File: src/rtl/dma_sched_pkg.sv
// rtl/dma_sched_pkg.sv - shared types and defaults for the DMA channel scheduler
package dma_sched_pkg;

  localparam int          NUM_CH_DEF   = 2;
  localparam logic [15:0] WDOG_MAX_DEF = 16'hFFFF;

  typedef enum logic [1:0] {
    S_IDLE   = 2'd0,
    S_LAUNCH = 2'd1,
    S_WAIT   = 2'd2,
    S_DONE   = 2'd3
  } state_t;

endpackage

File: src/rtl/rr_arbiter.sv
// rtl/rr_arbiter.sv - combinational round-robin pick starting after the last grant
module rr_arbiter
  import dma_sched_pkg::*;
#(
  parameter int N  = NUM_CH_DEF,
  parameter int IW = $clog2(N)
) (
  input  logic [N-1:0]  req,
  input  logic [IW-1:0] last,
  output logic [N-1:0]  gnt,
  output logic [IW-1:0] idx,
  output logic          any
);

  logic [IW-1:0] cand;

  // Walk channels last+1 .. last+N (mod N); the first requester found wins
  always_comb begin
    any  = 1'b0;
    idx  = '0;
    cand = '0;
    for (int i = 1; i <= N; i++) begin
      cand = IW'((int'(last) + i) % N);
      if (!any && req[cand]) begin
        any = 1'b1;
        idx = cand;
      end
    end
    gnt = any ? (N'(1) << idx) : '0;
  end

endmodule

File: src/rtl/dma_scheduler.sv
// rtl/dma_scheduler.sv - per-channel request slots feeding one DMA engine round-robin
module dma_scheduler
  import dma_sched_pkg::*;
#(
  parameter int          NUM_CH   = NUM_CH_DEF,
  parameter int          ADDR_W   = 32,
  parameter int          QTY_W    = 32,
  parameter logic [15:0] WDOG_MAX = WDOG_MAX_DEF
) (
  input  logic                     clk,
  input  logic                     rst_n,
  input  logic [NUM_CH-1:0]        req_valid_i,
  output logic [NUM_CH-1:0]        req_ready_o,
  input  logic [NUM_CH*ADDR_W-1:0] req_src_i,
  input  logic [NUM_CH*ADDR_W-1:0] req_dst_i,
  input  logic [NUM_CH*QTY_W-1:0]  req_qty_i,
  output logic [NUM_CH-1:0]        done_o,
  output logic [NUM_CH-1:0]        irq_o,
  input  logic [NUM_CH-1:0]        irq_clr_i,
  output logic                     dma_en_o,
  output logic [ADDR_W-1:0]        dma_src_o,
  output logic [ADDR_W-1:0]        dma_dst_o,
  output logic [QTY_W-1:0]         dma_qty_o,
  input  logic                     dma_fin_i,
  output logic                     busy_o,
  output logic                     wdog_err_o
);

  localparam int IW = $clog2(NUM_CH);

  state_t              state;
  logic [NUM_CH-1:0]   slot_valid;
  logic [ADDR_W-1:0]   slot_src [NUM_CH];
  logic [ADDR_W-1:0]   slot_dst [NUM_CH];
  logic [QTY_W-1:0]    slot_qty [NUM_CH];
  logic [IW-1:0]       grant_q;
  logic [IW-1:0]       last_grant;
  logic [NUM_CH-1:0]   grant_oh;
  logic [NUM_CH-1:0]   irq_set;
  logic [NUM_CH-1:0]   arb_gnt;
  logic [IW-1:0]       arb_idx;
  logic                arb_any;
  logic [15:0]         wdog_cnt;

  assign req_ready_o = ~slot_valid;
  assign busy_o      = (state != S_IDLE);
  assign grant_oh    = NUM_CH'(1) << grant_q;
  assign irq_set     = (state == S_DONE) ? grant_oh : '0;

  rr_arbiter #(
    .N  (NUM_CH),
    .IW (IW)
  ) u_arb (
    .req  (slot_valid),
    .last (last_grant),
    .gnt  (arb_gnt),
    .idx  (arb_idx),
    .any  (arb_any)
  );

  // Slot load on handshake; the granted slot frees itself at the end of DONE
  always_ff @(posedge clk or negedge rst_n) begin
    if (!rst_n) begin
      slot_valid <= '0;
      for (int c = 0; c < NUM_CH; c++) begin
        slot_src[c] <= '0;
        slot_dst[c] <= '0;
        slot_qty[c] <= '0;
      end
    end else begin
      for (int c = 0; c < NUM_CH; c++) begin
        if (state == S_DONE && grant_oh[c]) begin
          slot_valid[c] <= 1'b0;
        end else if (req_valid_i[c] && !slot_valid[c]) begin
          slot_valid[c] <= 1'b1;
          slot_src[c]   <= req_src_i[c*ADDR_W +: ADDR_W];
          slot_dst[c]   <= req_dst_i[c*ADDR_W +: ADDR_W];
          slot_qty[c]   <= req_qty_i[c*QTY_W +: QTY_W];
        end
      end
    end
  end

  // Sticky interrupts; a set in the same cycle as a clear takes priority
  always_ff @(posedge clk or negedge rst_n) begin
    if (!rst_n) begin
      irq_o <= '0;
    end else begin
      irq_o <= (irq_o & ~irq_clr_i) | irq_set;
    end
  end

  // Scheduler FSM with registered engine handshake, completion and watchdog
  always_ff @(posedge clk or negedge rst_n) begin
    if (!rst_n) begin
      state      <= S_IDLE;
      grant_q    <= '0;
      last_grant <= IW'(NUM_CH - 1);
      wdog_cnt   <= '0;
      wdog_err_o <= 1'b0;
      dma_en_o   <= 1'b0;
      dma_src_o  <= '0;
      dma_dst_o  <= '0;
      dma_qty_o  <= '0;
      done_o     <= '0;
    end else begin
      dma_en_o <= 1'b0;
      done_o   <= '0;
      case (state)
        S_IDLE: begin
          if (arb_any) begin
            grant_q <= arb_idx;
            if (slot_qty[arb_idx] == '0) begin
              // Nothing to move: complete without touching the engine
              state  <= S_DONE;
              done_o <= arb_gnt;
            end else begin
              state     <= S_LAUNCH;
              dma_en_o  <= 1'b1;
              dma_src_o <= slot_src[arb_idx];
              dma_dst_o <= slot_dst[arb_idx];
              dma_qty_o <= slot_qty[arb_idx];
              wdog_cnt  <= '0;
            end
          end
        end
        S_LAUNCH: begin
          state <= S_WAIT;
        end
        S_WAIT: begin
          if (dma_fin_i) begin
            state     <= S_DONE;
            done_o    <= grant_oh;
            dma_src_o <= '0;
            dma_dst_o <= '0;
            dma_qty_o <= '0;
          end else if (wdog_cnt != WDOG_MAX) begin
            // Flag a stuck engine but keep waiting; the counter saturates
            wdog_cnt <= wdog_cnt + 16'd1;
            if (wdog_cnt + 16'd1 == WDOG_MAX) begin
              wdog_err_o <= 1'b1;
            end
          end
        end
        S_DONE: begin
          last_grant <= grant_q;
          state      <= S_IDLE;
        end
        default: begin
          state <= S_IDLE;
        end
      endcase
    end
  end

endmodule

File: config.mk
export PLATFORM = sky130hd
export DESIGN_NAME = dma_scheduler
export DESIGN_NICKNAME = d
export VERILOG_FILES = /design/src/rtl/dma_sched_pkg.sv /design/src/rtl/rr_arbiter.sv /design/src/rtl/dma_scheduler.sv
export SDC_FILE = /design/constraint.sdc
export NUM_CORES = 1
export LEC_CHECK = 0
export BUFFER_PORTS_ARGS = -buffer_cell sky130_fd_sc_hd__clkbuf_2
export CAP_MARGIN = 5
export CORE_ASPECT_RATIO = 0.7
export CORE_MARGIN = 2
export CORE_UTILIZATION = 55
export CTS_BUF_LIST = sky130_fd_sc_hd__clkbuf_4 sky130_fd_sc_hd__clkbuf_8
export DETAILED_ROUTE_END_ITERATION = 10
export PLACE_DENSITY_LB_ADDON = 0.08
export SLEW_MARGIN = 15
export SYNTH_ARGS = -nofsm -noshare
export SYNTH_HDL_FRONTEND = slang
export SYNTH_SLANG_ARGS = --single-unit
File: constraint.sdc
create_clock -name clk -period 6.2 [get_ports clk]
set_input_delay 0.93 -clock clk [delete_from_list [all_inputs] [get_ports clk]]
set_output_delay 0.93 -clock clk [all_outputs]
set_load 0.05 [all_outputs]
==> results by group <==
Setup path
  – Req. time, crit path: 6.60 ns
  – Crit. End Element: flop
  – CP arrival: 4.03 ns
  – Crit path launch type: flop
  – Crit path cell chain: a21boi_4 -> buf_4 -> nor2_1 -> a21oi_2 -> nand3b_1 -> buf_4 -> o2bb2ai_1
  – CP top delay family: compound AO/OA/AOI/OAI gates
  – CP max stage delay: 0.67 ns
  – Worst path slowest cell: nand3b_1
  – CP dominant cell by count: buf_4
  – Critical path buffers and inverters: 2
  – CP Max Fanout: 50
  – Critical path type: flop to flop

Floorplanning
  – Ports: 304
  – Core area: 24500 um2
  – Starting Density: 55.76%
  – Die X: 192.4 um
  – Die Y: 135.9 um
  – DIE AREA: 26140 um2
  – FP Rows: 48

Global routing
  – Total gr overflow: 0
  – Number of global-route vias before repair: 9543
  – Initial antenna violation count: 2
  – GR Util All Layers: 26.09%
  – First-pass GRT wire length: 53.03 mm
  – Largest net degree at the start of global routing: 155

Timing
  – Worst setup margin: 2.576 ns
  – Slew @ Worst Pin: 1.173 ns
  – Layout Skew: 0.01925 ns
  – Fin crit share: 58.45%
  – Rel. slew slack: 21.77%
  – Fmax: 0.2759 GHz
  – Sum Neg Setup Slack: 0 ns
  – Final min period: 3.624 ns
  – Hold WS: 0.4045 ns
  – RSZ-0062 raised after global routing: false
  – Final setup vio count: 0
  – Max-slew violations: 0
  – Final Hold Violating Endpoints: 0

Placed design
  – Placed instance count: 1560
  – IO buf count: 303
  – Post-place setup slack: 2.593 ns
  – Placed instance area: 15410 um2
  – GP Congestion: 0.8538
  – DPL Wire Length: 22.39 mm

Logic synthesis
  – Yosys reg bits: 316
  – Post-Syn Instances: 987
  – Ranking of synthesized cells by area: dfrtp_1 (58%), mux2_2 (18%), o2bb2ai_1 (6.3%)
  – Post-synth EDFFs: 0
  – Top cell type's share of synthesized area: 57.69%
  – Most area-hungry cell type in the Yosys netlist: dfrtp_1
  – Prevailing post-synth register cell: dfrtp_1
  – Synth Cell Area: 13660 um2
  – Syn nets: 1191
  – Syn Area/Cell: 13.84 um2
  – Post-synth top cells: dfrtp_1 (315), mux2_2 (224), o2bb2ai_1 (98)
  – Synth Warn #: 0
  – Async set-reset flop share out of synthesis: 100.0%
  – Top-count cell post-synth: dfrtp_1
  – Cell variety after synth: 54
  – Register area share after synthesis: 57.88%

Clock network
  – Max Buffers Root-to-Sink: 3
  – CTS H-tree depth: 2
  – Number of gates resized after CTS: 0
  – CTS tree: yes
  – Clock buffer count from CTS: 48
  – CTS root buf: clkbuf_8
  – Clk_lat worst skew: 0.56 ns
  – Post-CTS setup buffer count: 0
  – Clock sinks: 316
  – Clock-pin slew on the worst setup and hold paths: 0.06 ns
  – Number of hold buffers added after CTS: 0

Detailed routing
  – Total Wirelength: 33.81 mm
  – Drt initial violations: 611
  – Wire length per cell: 20.61 um
  – Number of remaining DRC errors: 0
  – Via density per instance: 5.747
  – Pre-antenna DRT Iters: 5
  – Final ANT Viol Nets: 0
  – Vias: 9425

Cells and area
  – Area growth, synth to finish: 19.70%
  – Design area: 16360 um2
  – Layout cells sized above 1: 48.21%
  – Nets: 1489
  – Fin cells: 1640

Pwr
  – Share of total power in combinational logic: 43.8%
  – VDD IR max: 0.0004683 V
  – Sequential power share: 38.1%
  – Leakage power: 7.762 nW
  – Sw Ratio: 40.54%
  – Internal power: 5.632 mW
  – Clock Power Share: 18.2%
  – P per Cell Area: 579.2 nW/um2
  – P_sw: 3.841 mW

Status
  – Status: finished, final reports clean

Min path
  – Worst hold-check path type: input port to asynchronous set/reset pin

Flow run
  – Max Cap Viol: 0
metrics by stage:
step / power [mW] / util (%)
2_1_floorplan: 6.760 / -
3_3_place_gp: 7.676 / 62.87
3_5_place_dp: 7.782 / 62.87
4_1_cts: 9.534 / 66.73
5_1_grt: 10.03 / 66.73
6_report: 9.473 / 66.75
final timing paths:
check | from | endpoint | slack (ns) | cells after the start
worst max-delay path | slot_valid[0] | dma_dst_o[4] | 2.58 | 7
worst min-delay path | rst_n | slot_dst[58] | 0.40 | 1
worst max register to register | slot_valid[0] | dma_dst_o[4] | 2.58 | 7
worst min register to register | dma_src_o[22] | dma_src_o[22] | 0.49 | 1
max in group asynchronous | rst_n | slot_dst[5] | 4.46 | 2
min in group clk | dma_src_o[22] | dma_src_o[22] | 0.49 | 1
power groups by stage:
stage          Sequential (mW)  Clock [mW]  Combinational (mW)
5_1_grt                   3.72        1.85                4.45
6_report                  3.60        1.72                4.15
4_1_cts                   3.60        1.77                4.17
2_1_floorplan             4.24           0                2.52
3_3_place_gp              3.59           0                4.09
3_5_place_dp              3.62           0                4.16
cells by family after synthesis:
kind of cell	count (synthesis)	synth area share, %
AOI/OAI and AO/OA	187	11.04
xor gates and xnor gates	1	0.06411
adders and majority gates	5	0.4578
buffers and inverters	80	2.839
DFF	316	57.88
muxes	288	23.15
and+or+nand+nor	110	4.569
cell type report:
| class | count | area (um2) |
|---|---|---|
| Fill cell | 1891 | 8148 |
| Inverter | 11 | 41.29 |
| Clock inverter | 3 | 18.77 |
| Timing Repair Buffer | 317 | 1644 |
| Clock buffer | 75 | 925.9 |
| Sequential cell | 316 | 7909 |
| Tap cell | 325 | 406.6 |
| Multi-Input combinational cell | 591 | 5405 |
| Antenna cell | 2 | 5.005 |
registers in the layout, summed over array words and instances, names as in the netlist:
signal and flops:
slot_valid 2, grant_q 1, slot_dst 64, slot_qty 64
done_o 2, dma_qty_o 32, state 2, slot_src 64
last_grant 1, wdog_cnt 16, dma_en_o 1, irq_o 2
dma_src_o 32, dma_dst_o 32, wdog_err_o 1
layer usage:
| metal | track usage, % | share of wire (%) |
|---|---|---|
| met5 | 0 | 0 |
| met4 | 6.277 | 1.6 |
| met3 | 7.228 | 7.7 |
| met2 | 37.15 | 43 |
| met1 | 39.69 | 47 |
layout by cell type, fill, tap and decap left out, drive strengths merged, types with 4 or more instances in the layout:
| cell | count |
|---|---|
| buf | 15 |
| nand4 | 8 |
| nor4 | 18 |
| ha | 5 |
| a221o | 4 |
| a31oi | 16 |
| mux2 | 224 |
| o2bb2ai | 98 |
| dfrtp | 315 |
| inv | 12 |
| nand2 | 22 |
| nor2b | 5 |
| nor3 | 4 |
| mux2i | 64 |
| a22oi | 32 |
| a21oi | 4 |
| nor3b | 6 |
| nand3 | 11 |
| o21ai | 12 |
| clkbuf | 377 |
| nor2 | 21 |
(Power assumes the default switching activity.)
